File: src/rtl/regfile_bypass_sb_if.sv
// Decode/writeback-facing bus of the register file: read ports, write port,
// pending-set strobe and the sticky protocol-error flag.
interface regfile_bypass_sb_if #(
    parameter int W  = 16,
    parameter int N  = 8,
    parameter int AW = 3
);
    logic [AW-1:0] read1RegSel;
    logic [AW-1:0] read2RegSel;
    logic [W-1:0]  read1Data;
    logic [W-1:0]  read2Data;
    logic [AW-1:0] writeRegSel;
    logic [W-1:0]  writeData;
    logic          writeEn;
    logic [AW-1:0] pendSel;
    logic          pendEn;
    logic          read1Pending;
    logic          read2Pending;
    logic          err;

    // Pipeline side: decode/writeback drive selects and strobes.
    modport master (
        output read1RegSel, read2RegSel, writeRegSel, writeData, writeEn,
               pendSel, pendEn,
        input  read1Data, read2Data, read1Pending, read2Pending, err
    );

    modport slave (
        input  read1RegSel, read2RegSel, writeRegSel, writeData, writeEn,
               pendSel, pendEn,
        output read1Data, read2Data, read1Pending, read2Pending, err
    );
endinterface

File: src/rtl/regfile_bypass_sb.sv
// N x W register file with two combinational read ports, one write port,
// write-to-read bypass and per-register pending (scoreboard) bits.
module regfile_bypass_sb #(
    parameter int W  = 16,
    parameter int N  = 8,
    parameter int AW = 3
) (
    input  logic               clk,
    input  logic               rst,
    regfile_bypass_sb_if.slave bus
);
    logic [W-1:0] regs_q [N];
    logic [W-1:0] regs_d [N];
    logic [N-1:0] pend_q;
    logic [N-1:0] pend_d;
    logic         err_q;
    logic         err_d;

    logic byp1;
    logic byp2;
    logic pend_hits_write;
    logic waw_err;
    logic orphan_write_err;

    assign byp1 = bus.writeEn && (bus.writeRegSel == bus.read1RegSel);
    assign byp2 = bus.writeEn && (bus.writeRegSel == bus.read2RegSel);
    assign pend_hits_write = bus.pendEn && bus.writeEn &&
                             (bus.pendSel == bus.writeRegSel);

    assign bus.read1Data    = byp1 ? bus.writeData : regs_q[bus.read1RegSel];
    assign bus.read2Data    = byp2 ? bus.writeData : regs_q[bus.read2RegSel];
    // A retiring write hides the pending bit; a same-cycle pend does not show yet.
    assign bus.read1Pending = pend_q[bus.read1RegSel] && !byp1;
    assign bus.read2Pending = pend_q[bus.read2RegSel] && !byp2;
    assign bus.err          = err_q;

    assign waw_err          = bus.pendEn && pend_q[bus.pendSel] && !pend_hits_write;
    assign orphan_write_err = bus.writeEn && !pend_q[bus.writeRegSel] && !pend_hits_write;

    always_comb begin
        regs_d = regs_q;
        pend_d = pend_q;
        err_d  = err_q || waw_err || orphan_write_err;
        if (bus.writeEn) begin
            regs_d[bus.writeRegSel] = bus.writeData;
        end
        for (int i = 0; i < N; i++) begin
            // Set has priority: a new producer issued as the old result retires.
            if (bus.pendEn && (bus.pendSel == AW'(i))) begin
                pend_d[i] = 1'b1;
            end else if (bus.writeEn && (bus.writeRegSel == AW'(i))) begin
                pend_d[i] = 1'b0;
            end
        end
    end

    always_ff @(posedge clk or posedge rst) begin
        if (rst) begin
            for (int i = 0; i < N; i++) begin
                regs_q[i] <= '0;
            end
            pend_q <= '0;
            err_q  <= 1'b0;
        end else begin
            regs_q <= regs_d;
            pend_q <= pend_d;
            err_q  <= err_d;
        end
    end
endmodule

File: src/flat_wrapper.sv
// flat-port wrapper written by rule: the top's interface ports become plain ports
module regfile_bypass_sb_flat 
#(
    parameter int W  = 16,
    parameter int N  = 8,
    parameter int AW = 3
)
  (clk, rst, bus_read1RegSel, bus_read2RegSel, bus_writeRegSel, bus_writeData, bus_writeEn, bus_pendSel, bus_pendEn, bus_read1Data, bus_read2Data, bus_read1Pending, bus_read2Pending, bus_err);
  regfile_bypass_sb_if #(.W(W), .N(N), .AW(AW)) bus_i ();
  input  logic clk;
  input  logic rst;
  input wire logic [$bits(bus_i.read1RegSel)-1:0] bus_read1RegSel;
  input wire logic [$bits(bus_i.read2RegSel)-1:0] bus_read2RegSel;
  input wire logic [$bits(bus_i.writeRegSel)-1:0] bus_writeRegSel;
  input wire logic [$bits(bus_i.writeData)-1:0] bus_writeData;
  input wire logic [$bits(bus_i.writeEn)-1:0] bus_writeEn;
  input wire logic [$bits(bus_i.pendSel)-1:0] bus_pendSel;
  input wire logic [$bits(bus_i.pendEn)-1:0] bus_pendEn;
  output wire logic [$bits(bus_i.read1Data)-1:0] bus_read1Data;
  output wire logic [$bits(bus_i.read2Data)-1:0] bus_read2Data;
  output wire logic [$bits(bus_i.read1Pending)-1:0] bus_read1Pending;
  output wire logic [$bits(bus_i.read2Pending)-1:0] bus_read2Pending;
  output wire logic [$bits(bus_i.err)-1:0] bus_err;
  assign bus_i.read1RegSel = bus_read1RegSel;
  assign bus_i.read2RegSel = bus_read2RegSel;
  assign bus_i.writeRegSel = bus_writeRegSel;
  assign bus_i.writeData = bus_writeData;
  assign bus_i.writeEn = bus_writeEn;
  assign bus_i.pendSel = bus_pendSel;
  assign bus_i.pendEn = bus_pendEn;
  assign bus_read1Data = bus_i.read1Data;
  assign bus_read2Data = bus_i.read2Data;
  assign bus_read1Pending = bus_i.read1Pending;
  assign bus_read2Pending = bus_i.read2Pending;
  assign bus_err = bus_i.err;
  regfile_bypass_sb #(.W(W), .N(N), .AW(AW)) u_core (.clk(clk), .rst(rst), .bus(bus_i));
endmodule
File: config.mk
export PLATFORM = sky130hd
export DESIGN_NAME = regfile_bypass_sb_flat
export DESIGN_NICKNAME = d
export VERILOG_FILES = /design/src/rtl/regfile_bypass_sb_if.sv /design/src/rtl/regfile_bypass_sb.sv /design/src/flat_wrapper.sv
export SDC_FILE = /design/constraint.sdc
export NUM_CORES = 1
export LEC_CHECK = 0
export ABC_AREA = 1
export CAP_MARGIN = 25
export CORE_MARGIN = 1
export CORE_UTILIZATION = 30
export CTS_CLUSTER_DIAMETER = 30
export CTS_CLUSTER_SIZE = 40
export DETAILED_ROUTE_END_ITERATION = 8
export RECOVER_POWER = 100
export SETUP_SLACK_MARGIN = 0.02
export SLEW_MARGIN = 25
export SYNTH_ARGS = -nofsm -noshare
export SYNTH_HDL_FRONTEND = slang
export SYNTH_SLANG_ARGS = --single-unit
File: constraint.sdc
create_clock -name clk -period 4.6 [get_ports clk]
set_input_delay 1.15 -clock clk [delete_from_list [all_inputs] [get_ports clk]]
set_output_delay 1.15 -clock clk [all_outputs]
set_load 0.02 [all_outputs]
==> flow_summary_export.csv <==
group,metric,value,unit
die,initial_utilization,30.88,%
routing,num_vias,7968,
synthesis,synth_seq_cells,137,
cts,cts_buffers,17,
global_routing,grt_pass1_wl,41990,µm
final_layout,final_common_cell,"nand2_1",
setup_path,arrival,3.33,ns
final_layout,nNetsFinal,1204,
sta,holdWs,0.5008,ns
global_routing,grt-ovfl-total,0,
pwr,leakage,0.004361,µW
die,coreArea,0.02628,mm²
status,status,"finished with violations",
flow_run,drv_cap,5,
sta,drv_slew,216,
final_layout,area_delta_synth_final,19.07,%
routing,drtPass1Iterations,7,
die,row_count,59,
die,ioPinCount,67,
cts,hold_buffers,0,
synthesis,synth.area.top_cells,"dfrtp_1 (42%), nand2_1 (14%), o21ai_0 (12%), nand3_1 (7.8%), o211ai_1 (5.7%)",
sta,setup_slack,0.1192,ns
pwr,p_switching,1242,µW
cts,cts_resized,0,
global_routing,first_global_vias,7385,
hold_path,hold_depth,2,
routing,ant_nets,0,
final_layout,fillCellCount,2753,
pwr,p_comb_share,25.0,%
setup_path,worstReg2RegEnd,"u_core.bus.err",
status,violations,"design-rule violations, max-capacitance violations, max-slew violations",
final_layout,layout_common_cells,"nand2_1 (299), o21ai_0 (202), dfrtp_1 (137)",
sta,relSlewSlack,-43.72,%
hold_path,hp-class,"reg2reg",
setup_path,worst-setup-path-type,"in2out",
pwr,power_density,398.9,mW/mm²
sta,finalCriticalPeriod,4.481,ns
setup_path,critPathCaptureType,"output pin",
setup_path,cp_max_fo,15,
synthesis,synthesis.instances,1136,
sta,min_period_over_period,97.41,%
die,dieArea,0.02771,mm²
pwr,switching_share,32.21,%
final_layout,layout-drive-gt1-share,6.751,%
pwr,p_clk_share,34.2,%
sta,tns,0,ns
placement,pre_cts_ws,0.1861,ns
pwr,power.internal,2613,µW
hold_path,hold_start,"u_core.regs_q[48]",
sta,worst_slew_pin_slew,2.156,ns
pwr,ir_drop,257.5,µV
placement,io_buffers,66,
die,die_w,166.5,µm
placement,dpl.hpwl,17380,µm
pwr,pwr-share-seq,40.9,%
synthesis,synth_cell_types,29,
global_routing,grt_max_degree,86,
setup_path,rr_worst_depth,8,
global_routing,antenna_found_initial,0,
routing,viasPerCell,5.242,
sta,fmax,223.2,MHz
synthesis,syn_area,0.008114,mm²
sta,fin_skew,0.003951,ns
placement,gp_congestion,0.8850,
setup_path,r2r-start,"u_core.pend_q[3]",
cts,cts_max_level,4,
cts,worstSkewPairLatency,0.42,ns
cts,cts_tree,"done",
global_routing,grt_usage,19.49,%
routing,wl,26590,µm
setup_path,startpoint_type,"input pin",
die,die_y,166.5,µm
setup_path,cp.required,3.45,ns
routing,route.detailed.drc,2,
cts,clock_path_buffers,2,
synthesis,ys_warn_count,0,
setup_path,reg2reg_setup_slack,3.50,ns
synthesis,syn_area_per_cell,7.143,µm²
routing,drt_iter0_drc,659,
final_layout,post-route-util,36.76,%
synthesis,yosys.area.top_type,"dfrtp_1",
sta,hold_viol_final,0,
cts,clock-sinks,137,
hold_path,min_to,"u_core.regs_q[48]",
sta,setup_viol,0,
final_layout,antennaDiodeCount,0,
routing,wl_per_cell,17.49,µm
cts,post_cts_buffers,0,
cts,clkSlewWorstSetupHoldPaths,0.05,ns
cts,root_buffer,"clkbuf_16",
synthesis,synth_nets,1168,
synthesis,ys_seq_area_share,42.25,%
synthesis,synth_top_area_share,42.25,%
sta,grt_setup_unrepaired,"false",
worst max-delay path: stages:
cell           delay (ns)
dlygate4sd3_1        0.61
inv_1                0.09
nand2_1              0.07
nand2_2              0.06
nor3b_4              0.23
buf_4                0.28
nand3_1              0.09
nand2_1              0.08
dlygate4sd3_1        0.67
how the worst max path moves through the flow:
stage	start	end	slack, ns	cells past startpoint
floorplan	bus_read1RegSel[1]	bus_read1Data[14]	1.10	6
CTS	bus_writeRegSel[1]	bus_read1Data[13]	0.17	9
global placement	bus_writeEn	bus_read2Data[12]	0.18	9
detailed placement	bus_writeRegSel[1]	bus_read1Data[12]	0.19	9
finish	bus_writeRegSel[0]	bus_read1Data[5]	0.12	9
global route	bus_writeEn	bus_read2Data[1]	0.03	9
power by group through the flow:
stage          registers (µW)  clock network, µW  logic, µW
2_1_floorplan            1550                  0        645
3_3_place_gp             1580                  0        963
3_5_place_dp             1590                  0        978
4_1_cts                  1570               1350        981
5_1_grt                  1600               1390       1080
6_report                 1580               1320        962
metal layers:
layer  track usage (%)  up-vias  routed length [µm]
met3             3.945       56                1659
met4             8.575        0                 885
met1             24.71     3744               11290
li1                  -     3879                   -
met2             32.08      289               12750
met5                 0        -                   0
synthesized netlist by cell type:
cell type / n
a21oi_1: 71
a21oi_2: 1
a22o_1: 2
and2_1: 1
buf_1: 9
buf_2: 34
buf_4: 1
buf_6: 3
clkbuf_1: 36
clkbuf_2: 1
clkinv_1: 1
dfrtp_1: 137
inv_1: 100
inv_2: 4
inv_4: 2
nand2_1: 299
nand2_2: 3
nand2_4: 1
nand3_1: 127
nand3_2: 10
nor2_1: 23
nor2_2: 1
nor3b_4: 1
o211ai_1: 62
o21ai_0: 198
o21ai_1: 5
o21ai_2: 1
o31ai_1: 1
xor2_1: 1
layout make-up:
cell class	instances	area (µm²)	area share (%)
inverter	107	410.4	4.248
timing repair buffer	101	949.7	9.829
multi-input combinational	808	3896	40.33
sequential	137	3428	35.48
clock inverter	8	96.34	0.9972
tap	335	419.2	4.338
clock buffer	24	461.7	4.779
cells by family (layout without fill, tap and decap cells):
logic type | count (synthesis) | count (layout) | share of synthesized area [%]
AOI/OAI and AO/OA | 341 | 341 | 23.16
xor gates and xnor gates | 1 | 1 | 0.1080
buffers and inverters | 191 | 240 | 9.761
DFF | 137 | 137 | 42.25
and+or+nand+nor | 466 | 466 | 24.72
through the flow:
step	power (µW)	instance area (µm²)	cells
6_report	3854	9662	1520
5_1_grt	4077	9662	1520
4_1_cts	3897	9746	1520
3_5_place_dp	2567	9188	1488
3_3_place_gp	2548	9160	1487
2_1_floorplan	2198	8118	1136
registers in the layout, summed over array words and instances (netlist names):
register / flops
u_core.regs_q: 128
u_core.pend_q: 8
u_core.bus.err: 1
(Power assumes the default switching activity.)
